[config.mk]
export PLATFORM = sky130hd
export DESIGN_NAME = conv2d_seq_engine_flat
export DESIGN_NICKNAME = d
export VERILOG_FILES = /design/src/rtl/conv2d_seq_engine_if.sv /design/src/rtl/conv2d_seq_engine.sv /design/src/flat_wrapper.sv
export SDC_FILE = /design/constraint.sdc
export NUM_CORES = 1
export LEC_CHECK = 0
export ABC_CLOCK_PERIOD_IN_PS = 22000
export CORE_MARGIN = 2
export CORE_UTILIZATION = 51
export DETAILED_ROUTE_END_ITERATION = 10
export GPL_TIMING_DRIVEN = 0
export PLACE_DENSITY = 0.91
export SLEW_MARGIN = 20
export SYNTH_ARGS = -nofsm -noshare
export SYNTH_HDL_FRONTEND = slang
export SYNTH_SLANG_ARGS = --single-unit
[constraint.sdc]
create_clock -name clk -period 22 [get_ports clk]
set_input_delay 2.2 -clock clk [delete_from_list [all_inputs] [get_ports clk]]
set_output_delay 2.2 -clock clk [all_outputs]
set_load 0.05 [all_outputs]
[src/rtl/conv2d_seq_engine_if.sv]
// Handshake and data bundle of conv2d_seq_engine: start/busy/done plus the
// flattened image, kernel and result vectors (row-major, element 0 in the LSBs).
interface conv2d_seq_engine_if #(
    parameter int DW  = 8,
    parameter int IMG = 4,
    parameter int KER = 3
);
    localparam int OUT = IMG - KER + 1;

    logic                    start;
    logic [IMG*IMG*DW-1:0]   img_i;
    logic [KER*KER*DW-1:0]   ker_i;
    logic                    busy;
    logic                    done;
    logic [OUT*OUT*DW-1:0]   res_o;

    modport master (output start, img_i, ker_i, input busy, done, res_o);
    modport slave  (input start, img_i, ker_i, output busy, done, res_o);
endinterface

[src/rtl/conv2d_seq_engine.sv]
// Sequential 2-D convolution: one MAC time-multiplexed over all output pixels.
// Define CONV_SATURATE_EN to saturate results at 2^DW-1 instead of truncating.
module conv2d_seq_engine #(
    parameter int DW   = 8,
    parameter int IMG  = 4,
    parameter int KER  = 3,
    parameter int ACCW = 20
) (
    input  logic               clk,
    input  logic               rst,
    conv2d_seq_engine_if.slave bus
);
    localparam int OUT = IMG - KER + 1;
    localparam int KW  = (KER > 1) ? $clog2(KER) : 1;
    localparam int OW  = (OUT > 1) ? $clog2(OUT) : 1;
    localparam int RW  = (IMG > 1) ? $clog2(IMG) : 1;

    typedef enum logic [1:0] {S_IDLE, S_MAC, S_STORE, S_DONE} state_t;

    state_t          r_state;
    logic [KW-1:0]   r_u, r_v;
    logic [OW-1:0]   r_i, r_j;
    logic [ACCW-1:0] r_acc;
    logic            r_busy, r_done;
    logic [DW-1:0]   r_img [IMG][IMG];
    logic [DW-1:0]   r_ker [KER][KER];
    logic [DW-1:0]   r_res [OUT][OUT];

    logic            w_accept;
    logic [RW-1:0]   w_row, w_col;
    logic [KW-1:0]   w_ku, w_kv;
    logic [DW-1:0]   w_pix, w_wgt;
    logic [2*DW-1:0] w_prod;
    logic [DW-1:0]   w_red;

    assign w_accept = (r_state == S_IDLE) && bus.start;

    // Image tap (i+u, j+v) meets the flipped kernel tap (KER-1-u, KER-1-v).
    assign w_row  = RW'(r_i) + RW'(r_u);
    assign w_col  = RW'(r_j) + RW'(r_v);
    assign w_ku   = KW'(KER - 1) - r_u;
    assign w_kv   = KW'(KER - 1) - r_v;
    assign w_pix  = r_img[w_row][w_col];
    assign w_wgt  = r_ker[w_ku][w_kv];
    assign w_prod = {{DW{1'b0}}, w_pix} * {{DW{1'b0}}, w_wgt};

`ifdef CONV_SATURATE_EN
    assign w_red = (r_acc > ACCW'({DW{1'b1}})) ? {DW{1'b1}} : r_acc[DW-1:0];
`else
    assign w_red = r_acc[DW-1:0];
`endif

    assign bus.busy = r_busy;
    assign bus.done = r_done;

    always_comb begin
        for (int i = 0; i < OUT; i++)
            for (int j = 0; j < OUT; j++)
                bus.res_o[(i*OUT+j)*DW +: DW] = r_res[i][j];
    end

    // NOTE: operand copies carry no reset; they are always reloaded at accept before any use.
    always_ff @(posedge clk) begin
        if (w_accept) begin
            for (int r = 0; r < IMG; r++)
                for (int c = 0; c < IMG; c++)
                    r_img[r][c] <= bus.img_i[(r*IMG+c)*DW +: DW];
            for (int r = 0; r < KER; r++)
                for (int c = 0; c < KER; c++)
                    r_ker[r][c] <= bus.ker_i[(r*KER+c)*DW +: DW];
        end
    end

    always_ff @(posedge clk or posedge rst) begin
        if (rst) begin
            r_state <= S_IDLE;
            r_busy  <= 1'b0;
            r_done  <= 1'b0;
            r_acc   <= '0;
            r_u     <= '0;
            r_v     <= '0;
            r_i     <= '0;
            r_j     <= '0;
            for (int i = 0; i < OUT; i++)
                for (int j = 0; j < OUT; j++)
                    r_res[i][j] <= '0;
        end else begin
            // NOTE: a non-blocking default makes done a single-cycle pulse; only DONE overrides it.
            r_done <= 1'b0;
            case (r_state)
                S_IDLE: begin
                    if (bus.start) begin
                        r_acc   <= '0;
                        r_u     <= '0;
                        r_v     <= '0;
                        r_i     <= '0;
                        r_j     <= '0;
                        r_busy  <= 1'b1;
                        r_state <= S_MAC;
                    end
                end
                S_MAC: begin
                    r_acc <= (r_u == '0 && r_v == '0) ? ACCW'(w_prod) : r_acc + ACCW'(w_prod);
                    if (r_v == KW'(KER - 1)) begin
                        r_v <= '0;
                        if (r_u == KW'(KER - 1)) begin
                            r_u     <= '0;
                            r_state <= S_STORE;
                        end else begin
                            r_u <= r_u + KW'(1);
                        end
                    end else begin
                        r_v <= r_v + KW'(1);
                    end
                end
                S_STORE: begin
                    r_res[r_i][r_j] <= w_red;
                    if (r_j == OW'(OUT - 1)) begin
                        r_j <= '0;
                        if (r_i == OW'(OUT - 1)) begin
                            r_i     <= '0;
                            r_state <= S_DONE;
                        end else begin
                            r_i     <= r_i + OW'(1);
                            r_state <= S_MAC;
                        end
                    end else begin
                        r_j     <= r_j + OW'(1);
                        r_state <= S_MAC;
                    end
                end
                S_DONE: begin
                    r_done  <= 1'b1;
                    r_busy  <= 1'b0;
                    r_state <= S_IDLE;
                end
                default: r_state <= S_IDLE;
            endcase
        end
    end
endmodule

[src/flat_wrapper.sv]
// flat-port wrapper written by rule: the top's interface ports become plain ports
module conv2d_seq_engine_flat 
#(
    parameter int DW   = 8,
    parameter int IMG  = 4,
    parameter int KER  = 3,
    parameter int ACCW = 20
)
  (clk, rst, bus_start, bus_img_i, bus_ker_i, bus_busy, bus_done, bus_res_o);
  conv2d_seq_engine_if #(.DW(DW), .IMG(IMG), .KER(KER)) bus_i ();
  input  logic clk;
  input  logic rst;
  input wire logic [$bits(bus_i.start)-1:0] bus_start;
  input wire logic [$bits(bus_i.img_i)-1:0] bus_img_i;
  input wire logic [$bits(bus_i.ker_i)-1:0] bus_ker_i;
  output wire logic [$bits(bus_i.busy)-1:0] bus_busy;
  output wire logic [$bits(bus_i.done)-1:0] bus_done;
  output wire logic [$bits(bus_i.res_o)-1:0] bus_res_o;
  assign bus_i.start = bus_start;
  assign bus_i.img_i = bus_img_i;
  assign bus_i.ker_i = bus_ker_i;
  assign bus_busy = bus_i.busy;
  assign bus_done = bus_i.done;
  assign bus_res_o = bus_i.res_o;
  conv2d_seq_engine #(.DW(DW), .IMG(IMG), .KER(KER), .ACCW(ACCW)) u_core (.clk(clk), .rst(rst), .bus(bus_i));
endmodule
==> impl_metrics.json <==
{
  "whs_endpoint": "u_core.bus.busy$_DFFE_PP0P_",
  "cp.arrival_ns": 8.00,
  "max_cap_viol_count": 0,
  "yosysWarnings": 0,
  "post_drt_wl_per_cell_um": 20.5,
  "finClkSkew_ns": 0.00874,
  "top_usage_layer": "met2",
  "dr.pass1.iters": 8,
  "cts.sinks": 250,
  "maxSlewHeadroom_pct": 27.3,
  "grt_pass1_wl_um": 40000,
  "routed_wl_um": 26400,
  "final_hold_viol_count": 0,
  "synth.area.top_cells": "edfxtp_1 55%, dfrtp_1 11%, mux2_2 4.3%",
  "finalSetupViolCount": 0,
  "port_buffers": 236,
  "synth-simple-area-share_pct": 7.04,
  "ys_seq_elements": 250,
  "synth_cell_types": 59,
  "finalCritPeriodShare_pct": 34.6,
  "cts_buffers": 25,
  "timing.rr.end": "u_core.r_acc[7]$_DFFE_PP0P_",
  "holdWs_ns": 0.498,
  "synth_compound_gate_area_share_pct": 4.35,
  "grt_pass1_vias": 7552,
  "endpoint_kind": "flip-flop",
  "gp_congestion": 0.781,
  "netlist_top_cells_count": "200 x edfxtp_1, 68 x nand2_1, 50 x dfrtp_1",
  "crit_path_start_kind": "flip-flop",
  "worstSetupPathType": "flip-flop to flip-flop",
  "nNetsFinal": 1241,
  "grt_max_degree": 38,
  "synth-edff-count": 200,
  "syn_avg_cell_area_um2": 15.5,
  "use_met1_pct": 27.6,
  "std_cell_rows": 53,
  "clk_latency_ns": 0.52,
  "max_stage_delay_ns": 0.55,
  "drt_iter0_markers": 538,
  "overflow": 0,
  "met3_usage_pct": 4.22,
  "fmax_mhz": 132,
  "drive_gt1_share_pct": 13.6,
  "viasPerCell": 5.51,
  "vias": 7102,
  "clockBufferDepth": 3,
  "cts_setup_buffers": 0,
  "ctsHtreeMaxLevel": 1,
  "synth_top_family_by_area": "multiplexers",
  "min_period_ns": 7.60,
  "cts_hold_buf": 0,
  "syn2layout_area_growth_pct": 33.6,
  "worst-path-max-fanout": 10,
  "fillers": 1398,
  "place_hpwl_um": 19500,
  "synth_area_um2": 11000,
  "start_util_pct": 52.1,
  "slowest_stage": "fa_1",
  "rsz0062_at_grt": "false",
  "syn-num-nets": 956,
  "met2_usage_pct": 41.6,
  "status": "finished, final reports clean",
  "fp.dieH_um": 151,
  "yosysTopAreaCell": "edfxtp_1",
  "maxSlewViolCount": 0,
  "antenna_found_initial": 1,
  "cts_resized": 0,
  "r2r_cells": 26,
  "ios": 237,
  "path_buf_inv": 8,
  "cts_tree": "yes",
  "synth_top_area_share_pct": 54.7,
  "worstSetupPathDepth": 26,
  "worst_pin_slew_ns": 1.09,
  "ctsRootBufferMaster": "clkbuf_16",
  "holdPathStages": 1,
  "gr-usage-all-layers_pct": 23.4,
  "postSynth.asyncResetShare_pct": 20.0,
  "synthMuxAreaShare_pct": 12.0,
  "ant_nets": 0,
  "synth-xor-area-share_pct": 2.29,
  "synthCells": 708,
  "cp_top_family": "adder cells",
  "r2r_slack_ns": 14.40,
  "synthAdderAreaFrac_pct": 6.01,
  "coreArea_um2": 21100,
  "min-delay-start": "u_core.bus.busy$_DFFE_PP0P_",
  "synth_most_common_cell": "edfxtp_1",
  "clk_pin_slew_ns": 0.06,
  "dieArea_um2": 22700,
  "ys_seq_area_share_pct": 66.0,
  "die_width_um": 151,
  "synth_flop_cell": "edfxtp_1",
  "drc": 0,
  "rr_startpoint": "u_core.r_u[0]$_DFFE_PP0P_",
  "cp.required_ns": 22.39,
  "hold_class": "flip-flop to flip-flop"
}
==> per-layer routing <==
metal  share of wire [%]  wire (um)  up-vias
li1                    -          -     3230
met1                  37       9750     3476
met2                  52      13800      315
met3                 6.2       1640       81
met4                 4.6       1210        0
met5                   0          0        -
==> how the worst max path moves through the flow <==
stage,start,endpoint
after floorplan,bus_start,u_core.r_acc[3]$_DFFE_PP0P_
after global placement,bus_start,u_core.r_acc[7]$_DFFE_PP0P_
after detailed placement,u_core.r_u[0]$_DFFE_PP0P_,u_core.r_acc[7]$_DFFE_PP0P_
after CTS,u_core.r_u[0]$_DFFE_PP0P_,u_core.r_acc[7]$_DFFE_PP0P_
after global routing,u_core.r_u[0]$_DFFE_PP0P_,u_core.r_acc[7]$_DFFE_PP0P_
final,u_core.r_u[0]$_DFFE_PP0P_,u_core.r_acc[7]$_DFFE_PP0P_
==> worst reg2reg max path: cells and delay by family (launching register included) <==
family,cells,cell delay [ns]
simple gates,3,0.32
xor+xnor,3,0.69
flops,1,0.37
fa+ha+maj,7,2.86
buf+inv,8,1.99
compound gates,5,1.26
==> placed cells by master, fill, tap and decap left out, drive strengths merged, types with 33 or more instances in the layout <==
cell and n:
clkdlybuf4s50 236, edfxtp 200, nand2 68, dfrtp 50, clkbuf 49, mux2 42
mux2i 37, buf 33
==> area by class of cell <==
cell class / instances / area [um2] / area share (%)
Clock inverter: 9 / 48.8 / 0.332
Multi-Input combinational cell: 403 / 3510 / 23.9
Clock buffer: 36 / 707 / 4.82
Buffer: 24 / 135 / 0.921
Sequential cell: 250 / 7260 / 49.4
Antenna cell: 2 / 5.00 / 0.0341
Tap cell: 275 / 344 / 2.34
Inverter: 31 / 116 / 0.793
Timing Repair Buffer: 258 / 2560 / 17.4
==> kinds of logic after synthesis <==
group                      Yosys count
and+or+nand+nor                    165
buffers and inverters               55
adders and majority gates           45
AOI/OAI and AO/OA                   71
xor gates and xnor gates            23
muxes                               99
DFF                                250
==> registers in the layout, summed over array words and instances, names as in the netlist <==
register	flops
u_core.r_state	2
u_core.r_v	2
u_core.r_u	2
u_core.r_img	128
u_core.bus.res_o	32
u_core.r_j	1
u_core.r_acc	8
u_core.bus.busy	1
u_core.r_ker	72
u_core.bus.done	1
u_core.r_i	1
==> through the flow <==
stage                     setup TNS, ns  utilization [%]  instance area (um2)  instances  setup slack [ns]
after floorplan                       0                -                11000        708              3.22
after global placement          -273.62             64.9                13700       1219             -3.80
after detailed placement              0             65.9                13900       1241             14.46
after CTS                             0             69.5                14700       1286             14.36
after global routing                  0             69.6                14700       1287             14.02
final                                 0             69.6                14700       1288             14.40
Power is not shown: default switching activity piles up to over one toggle a cycle in this logic, so the estimate is an artifact.
